[src/rtl/cw_pkg.sv]
// Shared types for the constant-weight position decoder: FSM states, width defaults
// and the registered step returned by the external best-d stage.
package cw_pkg;

  localparam int N_W_DEF = 17;
  localparam int T_W_DEF = 4;
  localparam int D_W     = 16;
  localparam int U_W     = 4;

  typedef enum logic [2:0] {
    IDLE,
    CHECK,
    WAIT_D,
    READ_FLAG,
    READ_IDX,
    EMIT,
    FILL,
    DONE
  } cw_state_t;

  // Power-of-two step d and its log2 u, captured when leaving WAIT_D
  typedef struct packed {
    logic [D_W-1:0] d;
    logic [U_W-1:0] u;
  } step_t;

endpackage

[src/rtl/cw_bit_shifter.sv]
// Collects len bits MSB-first into value; load clears and arms, shift takes one bit.
// Single-cycle update; shift requests beyond len bits are ignored.
module cw_bit_shifter
  import cw_pkg::*;
#(
  parameter int W = N_W_DEF
) (
  input  logic           clk,
  input  logic           rst,
  input  logic           load,
  input  logic [U_W-1:0] len,
  input  logic           shift,
  input  logic           bit_in,
  output logic [W-1:0]   value,
  output logic [W-1:0]   shifted,
  output logic           last
);
  logic [U_W-1:0] cnt;

  // shifted is the value the next accepted bit produces, so the owner can use it on the same edge
  assign shifted = {value[W-2:0], bit_in};
  assign last    = (cnt == U_W'(1));

  always_ff @(posedge clk or posedge rst) begin
    if (rst) begin
      value <= '0;
      cnt   <= '0;
    end else if (load) begin
      value <= '0;
      cnt   <= len;
    end else if (shift && cnt != '0) begin
      value <= shifted;
      cnt   <= cnt - U_W'(1);
    end
  end

endmodule

[src/rtl/cw_pos_decoder.sv]
// Constant-weight code decoder: consumes a serial flag/index stream and emits one-positions.
// D_LAT wait per step for the external best-d stage; stalls on bit_valid low or pos_ready low.
module cw_pos_decoder
  import cw_pkg::*;
#(
  parameter int D_LAT = 3,
  parameter int N_W   = N_W_DEF,
  parameter int T_W   = T_W_DEF
) (
  input  logic           clk,
  input  logic           rst,
  input  logic           start,
  input  logic [N_W-1:0] n_init,
  input  logic [T_W-1:0] t_init,
  output logic           busy,
  output logic           done,
  output logic           err,
  input  logic           bit_in,
  input  logic           bit_valid,
  output logic           bit_ready,
  output logic [N_W-1:0] n_out,
  output logic [T_W-1:0] t_out,
  input  logic [15:0]    d_in,
  input  logic [3:0]     u_in,
  output logic [N_W-1:0] pos_out,
  output logic           pos_valid,
  input  logic           pos_ready
);
  localparam logic [N_W-1:0] N_ONE     = N_W'(1);
  localparam logic [T_W-1:0] T_ONE     = T_W'(1);
  localparam logic [15:0]    WAIT_INIT = 16'(D_LAT);

  cw_state_t      state;
  step_t          step_q;
  logic [N_W-1:0] n;
  logic [N_W-1:0] acc;
  logic [T_W-1:0] t;
  logic [15:0]    wcnt;
  logic [N_W-1:0] idx;
  logic [N_W-1:0] idx_shift;
  logic [N_W-1:0] d_ext;
  logic [N_W-1:0] t_ext;
  logic           bit_xfer;
  logic           sh_load;
  logic           sh_shift;
  logic           sh_last;
  logic [U_W-1:0] sh_len;

  assign n_out    = n;
  assign t_out    = t;
  assign d_ext    = N_W'(step_q.d);
  assign t_ext    = N_W'(t);
  assign bit_xfer = bit_valid && bit_ready;

  // A zero flag bit arms the index collector; start clears any stale index
  assign sh_load  = (state == IDLE && start) || (state == READ_FLAG && bit_xfer && !bit_in);
  assign sh_len   = (state == READ_FLAG) ? step_q.u : '0;
  assign sh_shift = (state == READ_IDX) && bit_xfer;

  cw_bit_shifter #(.W(N_W)) u_shifter (
    .clk     (clk),
    .rst     (rst),
    .load    (sh_load),
    .len     (sh_len),
    .shift   (sh_shift),
    .bit_in  (bit_in),
    .value   (idx),
    .shifted (idx_shift),
    .last    (sh_last)
  );

  always_ff @(posedge clk or posedge rst) begin
    if (rst) begin
      state     <= IDLE;
      n         <= '0;
      t         <= '0;
      acc       <= '0;
      wcnt      <= '0;
      step_q    <= '0;
      busy      <= 1'b0;
      done      <= 1'b0;
      err       <= 1'b0;
      bit_ready <= 1'b0;
      pos_out   <= '0;
      pos_valid <= 1'b0;
    end else begin
      done <= 1'b0;
      case (state)
        IDLE: begin
          if (start) begin
            n     <= n_init;
            t     <= t_init;
            acc   <= '0;
            err   <= 1'b0;
            busy  <= 1'b1;
            state <= CHECK;
          end
        end
        CHECK: begin
          if (t == '0) begin
            done  <= 1'b1;
            state <= DONE;
          end else if (n == t_ext) begin
            pos_out   <= acc;
            pos_valid <= 1'b1;
            state     <= FILL;
          end else if (n < t_ext) begin
            err   <= 1'b1;
            done  <= 1'b1;
            state <= DONE;
          end else begin
            wcnt  <= WAIT_INIT;
            state <= WAIT_D;
          end
        end
        WAIT_D: begin
          // A zero latency still spends one cycle here so d_in/u_in follow n_out/t_out
          if (wcnt <= 16'd1) begin
            wcnt      <= '0;
            step_q.d  <= d_in;
            step_q.u  <= u_in;
            bit_ready <= 1'b1;
            state     <= READ_FLAG;
          end else begin
            wcnt <= wcnt - 16'd1;
          end
        end
        READ_FLAG: begin
          if (bit_xfer) begin
            if (bit_in) begin
              bit_ready <= 1'b0;
              if (d_ext < n) begin
                acc   <= acc + d_ext;
                n     <= n - d_ext;
                state <= CHECK;
              end else begin
                err   <= 1'b1;
                done  <= 1'b1;
                state <= DONE;
              end
            end else if (step_q.u == '0) begin
              bit_ready <= 1'b0;
              pos_out   <= acc;
              pos_valid <= (n != '0);
              state     <= EMIT;
            end else begin
              state <= READ_IDX;
            end
          end
        end
        READ_IDX: begin
          if (bit_xfer && sh_last) begin
            bit_ready <= 1'b0;
            pos_out   <= acc + idx_shift;
            pos_valid <= (idx_shift < n);
            state     <= EMIT;
          end
        end
        EMIT: begin
          // An index at or beyond the remaining length is a corrupt stream: no handshake
          if (idx >= n) begin
            pos_valid <= 1'b0;
            err       <= 1'b1;
            done      <= 1'b1;
            state     <= DONE;
          end else if (pos_ready) begin
            acc       <= acc + idx + N_ONE;
            n         <= n - idx - N_ONE;
            t         <= t - T_ONE;
            pos_valid <= 1'b0;
            state     <= CHECK;
          end
        end
        FILL: begin
          if (pos_ready) begin
            acc <= acc + N_ONE;
            n   <= n - N_ONE;
            t   <= t - T_ONE;
            if (t == T_ONE) begin
              pos_valid <= 1'b0;
              done      <= 1'b1;
              state     <= DONE;
            end else begin
              pos_out <= pos_out + N_ONE;
            end
          end
        end
        DONE: begin
          busy  <= 1'b0;
          state <= IDLE;
        end
        default: state <= IDLE;
      endcase
    end
  end

endmodule

[config.mk]
export PLATFORM = sky130hd
export DESIGN_NAME = cw_pos_decoder
export DESIGN_NICKNAME = d
export VERILOG_FILES = /design/src/rtl/cw_pkg.sv /design/src/rtl/cw_bit_shifter.sv /design/src/rtl/cw_pos_decoder.sv
export SDC_FILE = /design/constraint.sdc
export NUM_CORES = 1
export LEC_CHECK = 0
export ABC_AREA = 0
export ABC_CLOCK_PERIOD_IN_PS = 6300
export BUFFER_PORTS_ARGS = -buffer_cell sky130_fd_sc_hd__buf_4
export CORE_ASPECT_RATIO = 0.6
export CORE_UTILIZATION = 55
export CTS_CLUSTER_DIAMETER = 40
export DETAILED_ROUTE_END_ITERATION = 10
export GPL_TIMING_DRIVEN = 0
export PLACE_DENSITY = 0.75
export SLEW_MARGIN = 25
export SYNTH_ARGS = -nofsm -noshare
export SYNTH_HDL_FRONTEND = slang
export SYNTH_SLANG_ARGS = --single-unit
[constraint.sdc]
create_clock -name clk -period 6.3 [get_ports clk]
set_clock_uncertainty 0.15 [all_clocks]
set_input_delay 0.945 -clock clk [delete_from_list [all_inputs] [get_ports clk]]
set_output_delay 0.945 -clock clk [all_outputs]
set_load 0.01 [all_outputs]
-- Word level (Yosys, flattened, before mapping)
Cells that the tools add are included.
- register bits after elaboration: 120
- bits in latches: 0
- RAM bits: 0
- bits in read-only memories: 0
- input bits: 47
- output and inout bits: 43
- memories: 0
- add/subtract/negate cells: 13
- multiply operators: 0
- div/mod/pow operators: 0
- $lt $le $gt $ge: 5
- equal/unequal tests: 32
- shift-type cells: 0
- mux-type cells: 92
- bitwise gates (word level): 0
- reduce and logical (&&, ||, !) cells: 33
- operator list (cell ; count):
    $mux W17 ; 24
    $pmux W17 S4 ; 3
    $mux W16 ; 4
    $add A17 B1 Y17 const B ; 3
    $mux W3 ; 13
    $add A17 B17 Y17 ; 2
    $mux W1 ; 34
    $ne A2 B2 Y1 const B ; 17
    $sub A17 B1 Y17 const B ; 2
    $pmux W16 S2 ; 1
    $mux W4 ; 6
    $pmux W3 S8 ; 1
    $reduce_and A9 Y1 ; 2
    $add A17 B16 Y17 ; 1
    $eq A17 B4 Y1 ; 1
    $ge A17 B17 Y1 ; 1
    $lt A16 B17 Y1 ; 1
    $lt A17 B17 Y1 ; 1
    $lt A17 B4 Y1 ; 1
    $reduce_bool A17 Y1 ; 1
    $sub A17 B16 Y17 ; 1
    $sub A17 B17 Y17 ; 1
    $le A16 B1 Y1 const B ; 1
    $reduce_bool A4 Y1 ; 4
    29 further kinds ; 49

-- Longest topological paths before layout
Gate-level depths: netlist of run 1.
- word-level depth: 5
- depth in mapped cells: 21
- mapped depth without buffers: 17

-- By module
A second synthesis of run 1 with hierarchy kept.
- cell total of the unflattened synthesis: 1426
- area total of the unflattened synthesis: 11629.9 sq um
- modules (own cells, without submodules) (module ; times used ; cells an instance ; area each (sq um) ; seq. area each (sq um)):
    cw_pos_decoder ; 1 ; 1338 ; 10576.4 ; 2477.4
    cw_bit_shifter ; 1 ; 88 ; 1053.5 ; 525.5

-- Worst setup path after synthesis of run 1
Ideal clock, no wire load.
- path type: register to register
- start: reg state[2]
- end: reg acc[16]
- library setup time: 0.101 ns
- data arrival time: 4.193 ns
- data required time: 6.049 ns
- slack: 1.857 ns
- cell stages (with the launch flop): 22
- path through: dfrtp_1 clkbuf_1 inv_1 clkbuf_1 nor2_1 nand2_1 clkbuf_1 buf_1 nand2b_1 ha_1 inv_1 fa_1 nor2b_1 o21ai_0 o21ai_0 nand4_1 a31o_2 o21ai_0 a21o_1 a21oi_1 o32a_1 o32ai_1
- cells in the longest elaborated chain, start to end: 3
- elaborated cells between the ends (all ways): 14
- ends and longest elaborated chain (item ; line ; RTL):
    start, declared ; cw_pos_decoder.sv:33 ; cw_state_t state;
    start signal, assigned ; cw_pos_decoder.sv:74 ; state <= IDLE;
    start signal, assigned ; cw_pos_decoder.sv:96 ; state <= CHECK;
    start signal, assigned ; cw_pos_decoder.sv:102 ; state <= DONE;
    $eq A3 B3 Y1 (tied with other cells) ; cw_pos_decoder.sv:88 ; case (state)
    $ne A2 B2 Y1 (no line) (tied with other cells) ; - ;
    $reduce_and A8 Y1 (no line) ; - ;
    end signal, assigned ; cw_pos_decoder.sv:133 ; acc <= acc + d_ext;
    end signal, assigned ; cw_pos_decoder.sv:167 ; acc <= acc + idx + N_ONE;
    end signal, assigned ; cw_pos_decoder.sv:176 ; acc <= acc + N_ONE;
    end, declared ; cw_pos_decoder.sv:36 ; logic [N_W-1:0] acc;
Several ways; a longest one is shown, not always the timed one.
A chain may end at the register's enable or synchronous reset.

-- Final worst setup path of run 1
Same ends and word-level chain as after synthesis.

==> impl_metrics.json, run 1 <==
{
  "place_area_sq_um": 12200,
  "num-fill-cells": 1720,
  "multi_input_area_sq_um": 7600,
  "worstSetupPathType": "reg -> reg",
  "power.density_nw_per_um2": 580,
  "synth_edf_count": 0,
  "die-area_sq_um": 20900,
  "worst_pin_slew_ns": 1.05,
  "ys_seq_area_frac": 0.269,
  "yosysWarnings": 0,
  "syn-num-nets": 1582,
  "drive_above_1_share": 0.104,
  "intPower_w": 0.00350,
  "worstPathArrival_ns": 6.33,
  "crit_family": "compound AO/OA/AOI/OAI gates",
  "dominantRegCellSynth": "dfrtp_1",
  "fin_crit_sh": 0.974,
  "cts_buffers": 17,
  "path_buf_inv": 6,
  "ir_drop_mv": 0.320,
  "critPathSlowestCell": "nor2_4",
  "path_cells": "clkbuf_1 > inv_1 > clkbuf_1 > nor2_4 > nand2_1 > clkbuf_1 > clkbuf_2 > nand2b_1 > ha_1 > inv_1 > fa_1 > nor2b_1 > o21ai_0 > o21ai_0 > nand4_1 > a31o_2 > o21ai_0 > a21o_1 > a21oi_1 > o32a_1 > o32ai_1",
  "syn_area_per_cell_sq_um": 7.95,
  "seq_area_sq_um": 3000,
  "met1_length_mm": 18.8,
  "grt_max_degree": 64,
  "fin_area_sq_um": 12800,
  "clk_pin_slew_ns": 0.07,
  "pwr-share-clk": 0.135,
  "p_sw_w": 0.00392,
  "start_kind": "flop",
  "postCtsSetupRepairBufs": 0,
  "dr.max_layer_used": "met4",
  "cp_max_fo": 10,
  "grt_use_total": 0.395,
  "critPathMaxStageDelay_ns": 0.47,
  "met2_length_mm": 15.1,
  "p_seq_frac": 0.194,
  "fp-row-count": 39,
  "netlist_instances": 1404,
  "min_period_ns": 6.14,
  "clk_latency_ns": 0.46,
  "power.leakage_nw": 5.97,
  "ys_types": 81,
  "p_sw_frac": 0.528,
  "hold_ws_ns": 0.356,
  "boundaryPins": 90,
  "pwr-share-comb": 0.671,
  "critPathRequiredTime_ns": 6.49,
  "hold_viol_final": 0,
  "hold_path_class": "reg -> reg",
  "drtAntennaViolNets": 0,
  "dr.pass1.iters": 7,
  "via_per_inst": 6.47,
  "place_hpwl_mm": 31.2,
  "via_count": 11602,
  "yosys-top-cells-area": "dfrtp_1 27%, ha_1 14%, o21ai_0 5.8%",
  "max_freq_mhz": 163,
  "drc_errors": 0,
  "cts_sinks": 120,
  "gp_congestion": 1.02,
  "cts_tree": "yes",
  "yosys.area.top_type_share": 0.269,
  "yosysTopAreaCell": "dfrtp_1",
  "die_w_um": 186,
  "gr-total-overflow": 0,
  "hold_start": "wcnt[8]",
  "outcome": "finished clean",
  "cts_root_buffer": "clkbuf_16",
  "synth-seq-cells": 120,
  "layout.nets": 1691,
  "reg2reg_from": "state[2]",
  "synthArstFlopShare": 1.00,
  "grt_pass1_vias": 10432,
  "antenna_found_initial": 1,
  "die_h_um": 112,
  "wl_met3_mm": 5.86,
  "core_region_area_sq_um": 19500,
  "drt_wl_total_mm": 40.6,
  "slew_violations": 0,
  "grt_pass1_wl_mm": 61.3,
  "port_buffers": 89,
  "crit_start": "state[2]",
  "dr.first_iter.drc_count": 1753,
  "areaGrowthSynthToFinish_pct": 14.6,
  "finalSetupViolCount": 0,
  "start_util": 0.573,
  "clk_path_buf_depth": 2,
  "wire_per_inst_um": 22.6,
  "end_kind": "flop",
  "max_cap_violations": 0,
  "relSlewSlack": 0.302,
  "synth_area_sq_um": 11200,
  "cts-htree-levels": 4
}
[cell usage after synthesis (all sizes together) (6+ instances only)]
cell	number
xnor2	55
buf	16
xor2	26
nor2b	18
nand2	145
a211oi	15
o22ai	18
nor2	132
nand2b	15
o21ai	135
nor4	10
clkbuf	37
ha	125
inv	93
a21o	39
o21a	10
fa	6
a31oi	12
mux2	7
nand4	13
a21oi	127
a221oi	7
and3	15
nor3	36
a22oi	15
dfrtp	120
o21bai	7
a222oi	8
nand3	27
o31ai	14
[path summary, 6_finish.rpt]
kind,slack (ns),end,cells past startpoint
min reg2reg,0.36,wcnt[8],1
max,0.16,acc[16],21
max reg2reg,0.16,acc[16],21
max in group asynchronous,4.93,u_shifter.value[13],3
min in group asynchronous,0.37,d_ext[11],2
min,0.36,wcnt[8],1
[cells in the final DEF (no fill, tap or decap), types with 35 or more instances in the layout]
| cell | count |
|---|---|
| a21o_1 | 39 |
| a21oi_1 | 127 |
| buf_4 | 91 |
| clkbuf_1 | 41 |
| dfrtp_1 | 120 |
| ha_1 | 125 |
| inv_1 | 92 |
| nand2_1 | 144 |
| nor2_1 | 130 |
| nor3_1 | 35 |
| o21ai_0 | 130 |
| xnor2_1 | 55 |
[routing by layer]
layer / vias up / global-route usage
met4: 0 / 0.0973
met3: 63 / 0.164
met1: 5474 / 0.594
li1: 5322 / -
met5: - / 0
met2: 743 / 0.507
[registers in the layout, indices dropped and copies added (netlist names), 16 cells and up]
| signal | cells |
|---|---|
| pos_out | 17 |
| wcnt | 16 |
| d_ext | 16 |
| u_shifter.value | 17 |
| acc | 17 |
| n_out | 17 |
[power groups by stage]
stage	clock [W]	sequential, W	combinational [W]
global placement	0	0.00142	0.00460
finish	0.00100	0.00144	0.00498
CTS	0.000999	0.00142	0.00475
global route	0.00103	0.00147	0.00534
floorplan	0	0.00137	0.00328
detailed placement	0	0.00142	0.00471
[repair_timing]
item                                    CTS  global route
cloned                                    0             0
hold buffers                              0             0
resized for setup                         1             4
endpoints found under the setup margin    1             2
[logic make-up (layout without fill, tap and decap cells)]
family / count (synthesis) / in the layout / share of synthesized area
flops: 120 / 120 / 0.269
fa+ha+maj: 131 / 131 / 0.151
simple gates: 441 / 441 / 0.185
compound gates: 472 / 472 / 0.269
other cells: 0 / 1 / 0
xor+xnor: 81 / 81 / 0.0635
mux: 11 / 11 / 0.0106
buf+inv: 148 / 270 / 0.0520
[metrics by stage]
stage | setup TNS [ns] | worst slack [ns] | total power [W] | util | cells
6_report | 0 | 0.162 | 0.00742 | 0.657 | 1793
5_1_grt | -0.00939 | -0.00939 | 0.00783 | 0.657 | 1792
4_1_cts | 0 | 0.171 | 0.00717 | 0.656 | 1792
3_5_place_dp | -0.104 | -0.104 | 0.00614 | 0.627 | 1760
3_3_place_gp | 0 | 0.113 | 0.00602 | 0.625 | 1759
2_1_floorplan | 0 | 1.86 | 0.00464 | - | 1404
[final cells by class]
cell class / instances / share of cell area
Clock buffer: 24 / 0.0376
Buffer: 53 / 0.0177
Timing Repair Buffer: 90 / 0.0544
Antenna cell: 1 / 0.000196
Sequential cell: 120 / 0.235
Inverter: 95 / 0.0284
Tap cell: 266 / 0.0260
Multi-Input combinational cell: 1136 / 0.594
Clock inverter: 8 / 0.00743
Note: power is estimated with default switching activity, not from simulation.
==> run 2: changes to the inputs <==
- RECOVER_POWER: unset -> 25
==> run 2 against run 1 <==
  * Sequential power about the same
  * The run now ends with capacitance limit, slew limit left
  * Die area unchanged
  * Critical path depth unchanged
  * Combinational power about the same
  * Sequential cell count unchanged
  * Total power down 0.22%
  * Register-to-register slack better by 0.03 ns
==> impl_metrics.json, run 2 (same netlist as run 1, synthesis figures left out) <==
{
  "cp_max_fo": 10,
  "worst_pin_slew_ns": 3.04,
  "gr-total-overflow": 0,
  "grt_max_degree": 64,
  "drt_wl_total_mm": 40.6,
  "cts_sinks": 120,
  "cts_root_buffer": "clkbuf_16",
  "outcome": "finished with violations",
  "postCtsSetupRepairBufs": 0,
  "wl_met3_mm": 6.17,
  "reg2reg_from": "state[2]",
  "clk_pin_slew_ns": 0.07,
  "grt_pass1_wl_mm": 61.3,
  "fin_crit_sh": 0.969,
  "ir_drop_mv": 0.318,
  "worstSetupPathType": "reg -> reg",
  "num-fill-cells": 1723,
  "dr.pass1.iters": 6,
  "worstRegToRegCells": 21,
  "slew_violations": 123,
  "cts_buffers": 17,
  "die-area_sq_um": 20900,
  "drc_errors": 0,
  "critPathRequiredTime_ns": 6.49,
  "relSlewSlack": -1.03,
  "start_kind": "flop",
  "violations": "capacitance limit, slew limit",
  "dp.cells": 1760,
  "finalSetupViolCount": 0,
  "core_region_area_sq_um": 19500,
  "fp-row-count": 39,
  "via_count": 11717,
  "met2_length_mm": 15.1,
  "hold_ws_ns": 0.359,
  "min_path_cells": 1,
  "layout.nets": 1691,
  "dr.first_iter.drc_count": 1760,
  "clk_latency_ns": 0.46,
  "final_common_cell": "nand2_1",
  "grt_pass1_vias": 10432,
  "drive_above_1_share": 0.104,
  "cts_hold_buf": 0,
  "end_kind": "flop",
  "cts-htree-levels": 4,
  "clk_path_buf_depth": 2,
  "power.leakage_nw": 5.96,
  "hold_viol_final": 0,
  "place_hpwl_mm": 31.2,
  "final_cell_mix": "144 x nand2_1, 130 x nor2_1, 130 x o21ai_0, 127 x a21oi_1, 125 x ha_1",
  "worstPathArrival_ns": 6.29,
  "rrSetupSlack_ns": 0.20,
  "port_buffers": 89,
  "wire_per_inst_um": 22.6,
  "min_period_ns": 6.10,
  "power.density_nw_per_um2": 580,
  "hold_path_class": "reg -> reg",
  "met1_length_mm": 18.5,
  "gp_congestion": 1.02,
  "hold_path_end": "wcnt[8]",
  "via_per_inst": 6.53,
  "die_h_um": 112,
  "areaGrowthSynthToFinish_pct": 14.4,
  "start_util": 0.573,
  "max_cap_violations": 2,
  "worst_r2r_endpoint": "acc[16]",
  "boundaryPins": 90,
  "dr.max_layer_used": "met4",
  "instances_no_fill": 1793,
  "die_w_um": 186,
  "antenna_found_initial": 1,
  "hold_start": "wcnt[8]",
  "max_freq_mhz": 164,
  "grt_use_total": 0.395,
  "drtAntennaViolNets": 0,
  "cts_tree": "yes"
}
[run 2: cell type report]
cell class / instances / area [sq um] / share of cell area
multi-input cells: 1136 / 7600 / 0.595
flip-flops and latches: 120 / 3000 / 0.235
repair buffers: 90 / 681 / 0.0533
clock buffers: 24 / 482 / 0.0377
inverters: 95 / 358 / 0.0280
well taps: 266 / 333 / 0.0260
plain buffers: 53 / 226 / 0.0177
clock inverters: 8 / 95.1 / 0.00744
diodes: 1 / 2.50 / 0.000196
[run 2: power by group]
| group | internal [W] | switching [W] | total [W] |
|---|---|---|---|
| clock | 0.000610 | 0.000391 | 0.00100 |
| combinational | 0.00183 | 0.00313 | 0.00497 |
| sequential | 0.00106 | 0.000382 | 0.00144 |
| total | 0.00350 | 0.00391 | 0.00741 |
[run 2: repair_timing]
action | CTS | global route
gates resized for setup | 1 | 4
cloned | 0 | 0
pin swaps | 0 | 0
setup endpoints to repair | 1 | 2
[run 2: critical path: stages (launching register included)]
cell and delay [ns]:
dfrtp_1 0.36, clkbuf_1 0.38, inv_1 0.15, clkbuf_1 0.37, nor2_4 0.46, nand2_1 0.17, clkbuf_1 0.37, clkbuf_2 0.37
nand2b_1 0.18, ha_1 0.19, inv_1 0.06, fa_1 0.41, nor2b_1 0.13, o21ai_0 0.12, o21ai_0 0.44, nand4_1 0.25
a31o_2 0.29, o21ai_0 0.33, a21o_1 0.19, a21oi_1 0.09, o32a_1 0.29, o32ai_1 0.23
[run 2: metal layers]
layer	up-vias	track usage
li1	5319	-
met1	5495	0.594
met2	821	0.507
met3	82	0.164
met4	0	0.0973
met5	-	0
[run 2: how the worst max path moves through the flow]
stage                  start      end  slack [ns]
detailed placement  state[2]  acc[16]       -0.10
global placement    state[2]  acc[16]        0.11
CTS                 state[2]  acc[16]        0.17
finish              state[2]  acc[16]        0.20
floorplan           state[2]  acc[16]        1.86
global route        state[2]  acc[16]      -0.009
[run 2: metrics by stage]
stage	util	TNS (ns)	total power (W)	instance area (sq um)	worst slack [ns]
after floorplan	-	0	0.00464	11200	1.86
after global placement	0.625	0	0.00602	12200	0.113
after detailed placement	0.627	-0.104	0.00614	12200	-0.104
after CTS	0.656	0	0.00717	12800	0.171
after global routing	0.656	-0.00939	0.00783	12800	-0.00939
final	0.656	0	0.00741	12800	0.196
